$ cat src/rtl/nrzi_unstuff_if.sv
// rtl/nrzi_unstuff_if.sv - line-side sample inputs and decoded-bit outputs of the NRZI unstuffer
interface nrzi_unstuff_if;
  logic       d_plus;
  logic       shift_enable;
  logic       eop;
  logic       d_orig;
  logic       d_valid;
  logic       stuff_err;
  logic [3:0] ones_run;

  modport master (
    output d_plus,
    output shift_enable,
    output eop,
    input  d_orig,
    input  d_valid,
    input  stuff_err,
    input  ones_run
  );

  modport slave (
    input  d_plus,
    input  shift_enable,
    input  eop,
    output d_orig,
    output d_valid,
    output stuff_err,
    output ones_run
  );
endinterface

$ cat src/rtl/nrzi_unstuff.sv
// rtl/nrzi_unstuff.sv - NRZI decoder with bit-unstuffing; removal of stuffed bits is built only with NRZI_UNSTUFF_EN
module nrzi_unstuff #(
  parameter int   STUFF_RUN  = 6,
  parameter logic IDLE_LEVEL = 1'b1
) (
  input  logic          clk,
  input  logic          n_rst,
  nrzi_unstuff_if.slave bus
);

  if (STUFF_RUN < 2 || STUFF_RUN > 15) begin : g_bad_stuff_run
    $error("nrzi_unstuff: STUFF_RUN must lie in 2..15");
  end

  logic       last_level_q, last_level_d;
  logic       d_orig_q,     d_orig_d;
  logic       d_valid_q,    d_valid_d;
  logic       stuff_err_q,  stuff_err_d;
  logic [3:0] ones_run_q,   ones_run_d;
  logic       raw_bit;

  // An unchanged line level decodes to 1, a transition to 0.
  assign raw_bit = ~(bus.d_plus ^ last_level_q);

`ifdef NRZI_UNSTUFF_EN
  localparam logic [3:0] STUFF_RUN_W = 4'(STUFF_RUN);

  always_comb begin
    last_level_d = last_level_q;
    d_orig_d     = d_orig_q;
    d_valid_d    = 1'b0;
    stuff_err_d  = 1'b0;
    ones_run_d   = ones_run_q;
    if (bus.shift_enable) begin
      if (bus.eop) begin
        last_level_d = IDLE_LEVEL;
        ones_run_d   = 4'd0;
      end else begin
        last_level_d = bus.d_plus;
        if (ones_run_q == STUFF_RUN_W) begin
          // Bit after a full run is the stuffed 0; a 1 here is a violation.
          stuff_err_d = raw_bit;
          ones_run_d  = 4'd0;
        end else begin
          d_valid_d  = 1'b1;
          d_orig_d   = raw_bit;
          ones_run_d = raw_bit ? ones_run_q + 4'd1 : 4'd0;
        end
      end
    end
  end
`else
  always_comb begin
    last_level_d = last_level_q;
    d_orig_d     = d_orig_q;
    d_valid_d    = 1'b0;
    stuff_err_d  = 1'b0;
    ones_run_d   = ones_run_q;
    if (bus.shift_enable) begin
      if (bus.eop) begin
        last_level_d = IDLE_LEVEL;
        ones_run_d   = 4'd0;
      end else begin
        last_level_d = bus.d_plus;
        d_valid_d    = 1'b1;
        d_orig_d     = raw_bit;
        if (!raw_bit) begin
          ones_run_d = 4'd0;
        end else if (ones_run_q != 4'hF) begin
          ones_run_d = ones_run_q + 4'd1;
        end
      end
    end
  end
`endif

  always_ff @(posedge clk or negedge n_rst) begin
    if (!n_rst) begin
      last_level_q <= IDLE_LEVEL;
      d_orig_q     <= 1'b1;
      d_valid_q    <= 1'b0;
      stuff_err_q  <= 1'b0;
      ones_run_q   <= 4'd0;
    end else begin
      last_level_q <= last_level_d;
      d_orig_q     <= d_orig_d;
      d_valid_q    <= d_valid_d;
      stuff_err_q  <= stuff_err_d;
      ones_run_q   <= ones_run_d;
    end
  end

  assign bus.d_orig    = d_orig_q;
  assign bus.d_valid   = d_valid_q;
  assign bus.stuff_err = stuff_err_q;
  assign bus.ones_run  = ones_run_q;

endmodule

$ cat src/flat_wrapper.sv
// flat-port wrapper written by rule: the top's interface ports become plain ports
module nrzi_unstuff_flat 
#(
  parameter int   STUFF_RUN  = 6,
  parameter logic IDLE_LEVEL = 1'b1
)
  (clk, n_rst, bus_d_plus, bus_shift_enable, bus_eop, bus_d_orig, bus_d_valid, bus_stuff_err, bus_ones_run);
  nrzi_unstuff_if bus_i ();
  input  logic clk;
  input  logic n_rst;
  input wire logic [$bits(bus_i.d_plus)-1:0] bus_d_plus;
  input wire logic [$bits(bus_i.shift_enable)-1:0] bus_shift_enable;
  input wire logic [$bits(bus_i.eop)-1:0] bus_eop;
  output wire logic [$bits(bus_i.d_orig)-1:0] bus_d_orig;
  output wire logic [$bits(bus_i.d_valid)-1:0] bus_d_valid;
  output wire logic [$bits(bus_i.stuff_err)-1:0] bus_stuff_err;
  output wire logic [$bits(bus_i.ones_run)-1:0] bus_ones_run;
  assign bus_i.d_plus = bus_d_plus;
  assign bus_i.shift_enable = bus_shift_enable;
  assign bus_i.eop = bus_eop;
  assign bus_d_orig = bus_i.d_orig;
  assign bus_d_valid = bus_i.d_valid;
  assign bus_stuff_err = bus_i.stuff_err;
  assign bus_ones_run = bus_i.ones_run;
  nrzi_unstuff #(.STUFF_RUN(STUFF_RUN), .IDLE_LEVEL(IDLE_LEVEL)) u_core (.clk(clk), .n_rst(n_rst), .bus(bus_i));
endmodule
$ cat config.mk
export PLATFORM = sky130hd
export DESIGN_NAME = nrzi_unstuff_flat
export DESIGN_NICKNAME = d
export VERILOG_FILES = /design/src/rtl/nrzi_unstuff_if.sv /design/src/rtl/nrzi_unstuff.sv /design/src/flat_wrapper.sv
export SDC_FILE = /design/constraint.sdc
export NUM_CORES = 1
export LEC_CHECK = 0
export CAP_MARGIN = 40
export CORE_AREA = 2 2 39 41
export DETAILED_ROUTE_END_ITERATION = 12
export DIE_AREA = 0 0 41 43
export SLEW_MARGIN = 20
export SYNTH_ARGS = -nofsm -noshare
export SYNTH_HDL_FRONTEND = slang
export SYNTH_SLANG_ARGS = --single-unit
$ cat constraint.sdc
create_clock -name clk -period 1.6 [get_ports clk]
set_clock_uncertainty 0.1 [all_clocks]
set_input_delay 0.16 -clock clk [delete_from_list [all_inputs] [get_ports clk]]
set_output_delay 0.16 -clock clk [all_outputs]
set_load 0.05 [all_outputs]
==> results.sh, run 1 <==
export IMPL_run_status="completed"
export IMPL_clock_sink_count=7
export IMPL_grt_pass1_wl_um=1150
export IMPL_worst_ep_arrival_time_ns=1.49
export IMPL_worst_ir_drop_vdd_mv=0.491
export IMPL_antenna_diode_count=0
export IMPL_cell_rows=14
export IMPL_cts_tree="yes"
export IMPL_route_detailed_vias_per_inst=4.69
export IMPL_worst_setup_path_end_kind="register"
export IMPL_max_stage_delay_ns=0.40
export IMPL_number_of_drc_markers_after_the_initial_detailed_route_iteration=3
export IMPL_synth_lib_cells_used_distinct=20
export IMPL_fill_cells=140
export IMPL_worst_endpoint_required_ns=1.63
export IMPL_track_usage_pct=9.83
export IMPL_critPathTopFamily="flip-flops"
export IMPL_cts_repair_resized=0
export IMPL_synth_top_cell_area_share_pct=35.2
export IMPL_finalWirelength_um=676
export IMPL_die_area_um2=1760
export IMPL_setup_worst_path_start="u_core.bus.ones_run[0]$_DFFE_PN0P_"
export IMPL_globalplace_congestion=0.760
export IMPL_synth_edf_count=0
export IMPL_timing_final_setup_violations=0
export IMPL_synth_area_um2=355
export IMPL_ys_warnings_count=0
export IMPL_report_power_total_w=0.000513
export IMPL_die_x_um=41
export IMPL_cap_viol_max_count=0
export IMPL_buffer_ports_inserted=10
export IMPL_slew_violations=0
export IMPL_synthCells=32
export IMPL_core_area_um2=1380
export IMPL_grt_max_degree=8
export IMPL_pin_count=12
export IMPL_worst_path_bufs_invs=0
export IMPL_nature_of_the_critical_path_startpoint="register"
export IMPL_overflow=0
export IMPL_max_freq_mhz=688
export IMPL_critical_path_depth=4
export IMPL_unrepaired_setup_endpoints_after_global_routing="no"
export IMPL_initial_utilization_pct=25.7
export IMPL_share_of_post_route_cells_with_drive_strength_above_1_pct=37.8
export IMPL_synthFlopType="sky130_fd_sc_hd__dfrtp_1"
export IMPL_cts_max_path_buffers=2
export IMPL_clkLatencyLatePin_ns=0.25
export IMPL_area_growth_syn_to_layout_pct=42.6
export IMPL_synth_seq_cells=7
export IMPL_synth_top_cells_by_area="sky130_fd_sc_hd__dfrtp_1 35%, sky130_fd_sc_hd__dfstp_2 15%, sky130_fd_sc_hd__mux2_2 6.3%"
export IMPL_finalSetupTns_ns=0
export IMPL_synth_avg_cell_area_um2=11.1
export IMPL_post_route_drc_violation_count=0
export IMPL_mappedNetlistNets=38
export IMPL_p_leak_nw=0.216
export IMPL_cellPowerDensity_nw_per_um2=1010
export IMPL_dr_pass1_iters=2
export IMPL_leading_cell_type_by_number_of_instances_after_synthesis="sky130_fd_sc_hd__dfrtp_1"
export IMPL_nets=52
export IMPL_root_buffer="sky130_fd_sc_hd__clkbuf_4"
export IMPL_sequential_cell_area_um2=180
export IMPL_worst_path_max_fanout=5
export IMPL_routed_via_count=286
export IMPL_place_hpwl_um=507
export IMPL_clkTransAtPathRegs_ns=0.05
export IMPL_layout_worst_path_cycle_share_pct=90.9
export IMPL_crit_path_cell_trace="ha_1 -> nand4b_1 -> and4_1 -> mux2_2"
export IMPL_hold_path_class="in -> async"
export IMPL_multiInputGateArea_um2=155
export IMPL_rr_startpoint="u_core.bus.ones_run[0]$_DFFE_PN0P_"
export IMPL_antenna_found_initial=0
export IMPL_first_global_vias=287
export IMPL_inserted_clock_buffers=3
export IMPL_wire_per_inst_um=11.1
export IMPL_ys_async_sr_fraction_pct=100
export IMPL_post_cts_setup_buffers=0
export IMPL_rr_worst_depth=4
export IMPL_cts_hold_buf=0
export IMPL_cts_htree_levels=1
export IMPL_number_of_routed_nets_with_antenna_violations=0
export IMPL_crit_path_kind="reg -> reg"
export IMPL_fin_crit_ns=1.45
export IMPL_dieHeight_um=43
export IMPL_top_cell_type_by_total_area_after_synthesis="sky130_fd_sc_hd__dfrtp_1"
export IMPL_final_hold_viol_count=0
export IMPL_netlist_top_cells_count="5 x sky130_fd_sc_hd__dfrtp_1, 4 x sky130_fd_sc_hd__a21oi_1"
export IMPL_crit_slowest_cell="sky130_fd_sc_hd__dfrtp_2"
export IMPL_sequential_cell_area_fraction_in_the_yosys_report_pct=50.0
[power breakdown]
group	total [W]	leakage (nW)	switching, W	internal [W]
Clock	0.000160	0.0150	0.0000644	0.0000951
Combinational	0.000138	0.115	0.0000765	0.0000619
Sequential	0.000215	0.0857	0.0000160	0.000199
Total	0.000513	0.216	0.000157	0.000356
[cell families after synthesis]
group,Yosys count,synth area share (%)
compound gates,9,17.6
flops,7,50.0
simple gates,6,10.2
buf+inv,4,6.34
xor+xnor,2,4.93
mux,2,6.34
fa+ha+maj,1,3.52
other cells,1,1.06
[cell type report]
class	count	share of cell area (%)
tap	16	3.95
clock buffer	4	5.19
sequential	7	35.6
inverter	2	1.48
multi-input combinational	21	30.6
timing repair buffer	11	23.2
[layout by cell type (no fill, tap or decap), types with 2 or more instances in the layout]
master                            netlist  final
sky130_fd_sc_hd__mux2_2                 2      2
sky130_fd_sc_hd__buf_4                  2      5
sky130_fd_sc_hd__dfrtp_2                0      2
sky130_fd_sc_hd__dfstp_2                2      2
sky130_fd_sc_hd__inv_1                  2      2
sky130_fd_sc_hd__nor2_1                 2      2
sky130_fd_sc_hd__buf_12                 0      2
sky130_fd_sc_hd__clkbuf_4               0      3
sky130_fd_sc_hd__a21oi_1                4      4
sky130_fd_sc_hd__dfrtp_1                5      3
sky130_fd_sc_hd__clkdlybuf4s50_1        0      4
[final timing paths]
check	end	slack, ns
worst min register to register	u_core.last_level_q$_DFFE_PN1P_	0.42
worst min-delay path	u_core.bus.ones_run[2]$_DFFE_PN0P_	0.08
worst max-delay path	u_core.bus.ones_run[0]$_DFFE_PN0P_	0.15
worst max register to register	u_core.bus.ones_run[0]$_DFFE_PN0P_	0.15
min in group clk	u_core.last_level_q$_DFFE_PN1P_	0.42
max in group asynchronous	u_core.bus.d_orig$_DFFE_PN1P_	1.03
[worst register-to-register path, delay by kind of cell (launching register included)]
kind	cells	cell delay, ns
fa+ha+maj	1	0.22
flops	1	0.40
mux	1	0.25
simple gates	2	0.36
[through the flow]
stage | cells | hold WS, ns | instance area, µm² | worst slack [ns] | utilization, %
floorplan | 32 | -0.236 | 358 | 0.00763 | -
global placement | 57 | 0.352 | 480 | 0.0340 | 34.7
detailed placement | 57 | 0.352 | 480 | 0.0367 | 34.7
CTS | 61 | 0.0762 | 507 | 0.142 | 36.6
global route | 61 | 0.0936 | 507 | 0.0762 | 36.6
finish | 61 | 0.0762 | 507 | 0.146 | 36.6
[layer usage]
layer	vias up	routed length [µm]	global-route usage [%]
li1	141	-	-
met1	136	328	12.6
met2	9	306	12.8
met3	0	41	3.14
met4	0	0	8.00
met5	-	0	0
[sequential cells by signal, indices dropped and copies added (netlist names)]
| register | count |
|---|---|
| u_core.bus.ones_run | 4 |
| u_core.bus.d_orig | 1 |
| u_core.bus.d_valid | 1 |
| u_core.last_level_q | 1 |
Power figures use the tool's default switching activity.
==> run 2, diff against run 1 <==
--- a/config.mk
+++ b/config.mk
@@ -9,6 +9,7 @@
 export CORE_AREA = 2 2 39 41
 export DETAILED_ROUTE_END_ITERATION = 12
 export DIE_AREA = 0 0 41 43
+export RECOVER_POWER = 25
 export SLEW_MARGIN = 20
 export SYNTH_ARGS = -nofsm -noshare
 export SYNTH_HDL_FRONTEND = slang
==> run 2 against run 1 <==
Die area did not move. Non-clock buffer count did not move. Clock power barely moved. Sequential share of layout area did not move. Design area did not move. Worst hold slack improved by 0.070 ns. Via count did not move. Fmax did not move. Global-route usage did not move. Highest routed layer unchanged.
==> results.sh, run 2 (same netlist as run 1, synthesis figures left out) <==
export IMPL_run_status="completed"
export IMPL_first_global_vias=287
export IMPL_cts_hold_buf=0
export IMPL_final_util_pct=36.6
export IMPL_crit_slowest_cell="sky130_fd_sc_hd__dfrtp_2"
export IMPL_nature_of_the_critical_path_startpoint="register"
export IMPL_area_growth_syn_to_layout_pct=42.6
export IMPL_route_detailed_vias_per_inst=4.69
export IMPL_cap_viol_max_count=0
export IMPL_buffer_ports_inserted=10
export IMPL_mostFrequentLayoutCell="sky130_fd_sc_hd__buf_4"
export IMPL_hold_path_class="in -> async"
export IMPL_report_power_total_w=0.000512
export IMPL_dr_pass1_iters=2
export IMPL_crit_path_kind="reg -> reg"
export IMPL_antenna_found_initial=0
export IMPL_cts_htree_levels=1
export IMPL_track_usage_pct=9.83
export IMPL_slew_violations=0
export IMPL_pin_count=12
export IMPL_grt_max_degree=8
export IMPL_die_area_um2=1760
export IMPL_post_route_drc_violation_count=0
export IMPL_max_freq_mhz=688
export IMPL_cts_max_path_buffers=2
export IMPL_clkLatencyLatePin_ns=0.25
export IMPL_cts_tree="yes"
export IMPL_share_of_post_route_cells_with_drive_strength_above_1_pct=37.8
export IMPL_antenna_diode_count=0
export IMPL_worst_endpoint_required_ns=1.63
export IMPL_finalWirelength_um=675
export IMPL_rr_worst_depth=4
export IMPL_overflow=0
export IMPL_crit_path_cell_trace="ha_1 -> nand4b_1 -> and4_1 -> mux2_2"
export IMPL_worst_setup_path_end_kind="register"
export IMPL_post_dp_cell_area_um2=480
export IMPL_unrepaired_setup_endpoints_after_global_routing="no"
export IMPL_nets=52
export IMPL_crit_reg2reg_capture="u_core.bus.ones_run[0]$_DFFE_PN0P_"
export IMPL_core_area_um2=1380
export IMPL_final_hold_viol_count=0
export IMPL_place_hpwl_um=507
export IMPL_finalSetupTns_ns=0
export IMPL_globalplace_congestion=0.760
export IMPL_wire_per_inst_um=11.1
export IMPL_p_leak_nw=0.216
export IMPL_r2r_slack_ns=0.15
export IMPL_number_of_drc_markers_after_the_initial_detailed_route_iteration=3
export IMPL_postLayoutCellArea_um2=507
export IMPL_worst_ir_drop_vdd_mv=0.491
export IMPL_clock_sink_count=7
export IMPL_clkTransAtPathRegs_ns=0.05
export IMPL_routed_via_count=286
export IMPL_layout_common_cells="5 x sky130_fd_sc_hd__buf_4, 4 x sky130_fd_sc_hd__a21oi_1, 3 x sky130_fd_sc_hd__clkbuf_4, 3 x sky130_fd_sc_hd__clkdlybuf4s50_1, 3 x sky130_fd_sc_hd__dfrtp_1"
export IMPL_worst_path_max_fanout=5
export IMPL_timing_final_setup_violations=0
export IMPL_cellPowerDensity_nw_per_um2=1010
export IMPL_number_of_routed_nets_with_antenna_violations=0
export IMPL_cell_rows=14
export IMPL_root_buffer="sky130_fd_sc_hd__clkbuf_4"
export IMPL_die_x_um=41
export IMPL_largest_register_ffs=4
export IMPL_initial_utilization_pct=25.7
export IMPL_inserted_clock_buffers=3
export IMPL_grt_pass1_wl_um=1150
export IMPL_post_cts_setup_buffers=0
export IMPL_cts_repair_resized=0
export IMPL_layout_worst_path_cycle_share_pct=90.9
export IMPL_fin_crit_ns=1.45
export IMPL_rr_startpoint="u_core.bus.ones_run[0]$_DFFE_PN0P_"
export IMPL_dieHeight_um=43
export IMPL_worst_ep_arrival_time_ns=1.49
export IMPL_max_stage_delay_ns=0.40
==> run 2: cell types whose count changed in the layout (fill, tap and decap cells not counted) <==
cell | previous run | this run
sky130_fd_sc_hd__dlygate4sd3_1 | 0 | 1
sky130_fd_sc_hd__clkdlybuf4s50_1 | 4 | 3
==> run 2: worst max path at each step <==
| stage | startpoint | slack, ns | end |
|---|---|---|---|
| 5_1_grt | u_core.bus.ones_run[0]$_DFFE_PN0P_ | 0.08 | u_core.bus.ones_run[0]$_DFFE_PN0P_ |
| 3_3_place_gp | bus_eop | 0.03 | u_core.bus.ones_run[0]$_DFFE_PN0P_ |
| 6_report | u_core.bus.ones_run[0]$_DFFE_PN0P_ | 0.15 | u_core.bus.ones_run[0]$_DFFE_PN0P_ |
| 2_1_floorplan | u_core.bus.ones_run[1]$_DFFE_PN0P_ | 0.008 | u_core.bus.ones_run[0]$_DFFE_PN0P_ |
| 3_5_place_dp | bus_eop | 0.04 | u_core.bus.ones_run[0]$_DFFE_PN0P_ |
| 4_1_cts | u_core.bus.ones_run[0]$_DFFE_PN0P_ | 0.14 | u_core.bus.ones_run[0]$_DFFE_PN0P_ |
==> run 2: through the flow <==
step	worst slack (ns)	std cells	hold slack, ns
final	0.146	61	0.147
after global routing	0.0762	61	0.164
after global placement	0.0340	57	0.352
after CTS	0.142	61	0.0762
after detailed placement	0.0367	57	0.352
after floorplan	0.00763	32	-0.236
==> run 2: power by group <==
part           switching (W)  total (W)  internal, W
clock              0.0000644   0.000160    0.0000951
combinational      0.0000765   0.000138    0.0000614
sequential         0.0000160   0.000215     0.000199
==> run 2: critical path, delay by kind of cell (launching register included) <==
kind | cells | cell delay (ns)
adder cells (fa/ha/maj) | 1 | 0.22
flip-flops | 1 | 0.40
multiplexers | 1 | 0.25
AND/OR/NAND/NOR | 2 | 0.36
==> run 2: area by class of cell <==
cell class                 instances  area (µm²)
fill                             140         877
tap                               16        20.0
inverter                           2        7.51
sequential                         7         180
multi-input combinational         21         155
timing repair buffer              11         118
clock buffer                       4        26.3
==> run 2: layer usage <==
| metal | wire length, µm | vias up | global-route usage (%) |
|---|---|---|---|
| met4 | 0 | 0 | 8.00 |
| met1 | 328 | 136 | 12.6 |
| met2 | 306 | 9 | 12.8 |
| li1 | - | 141 | - |
| met5 | 0 | - | 0 |
| met3 | 41 | 0 | 3.14 |
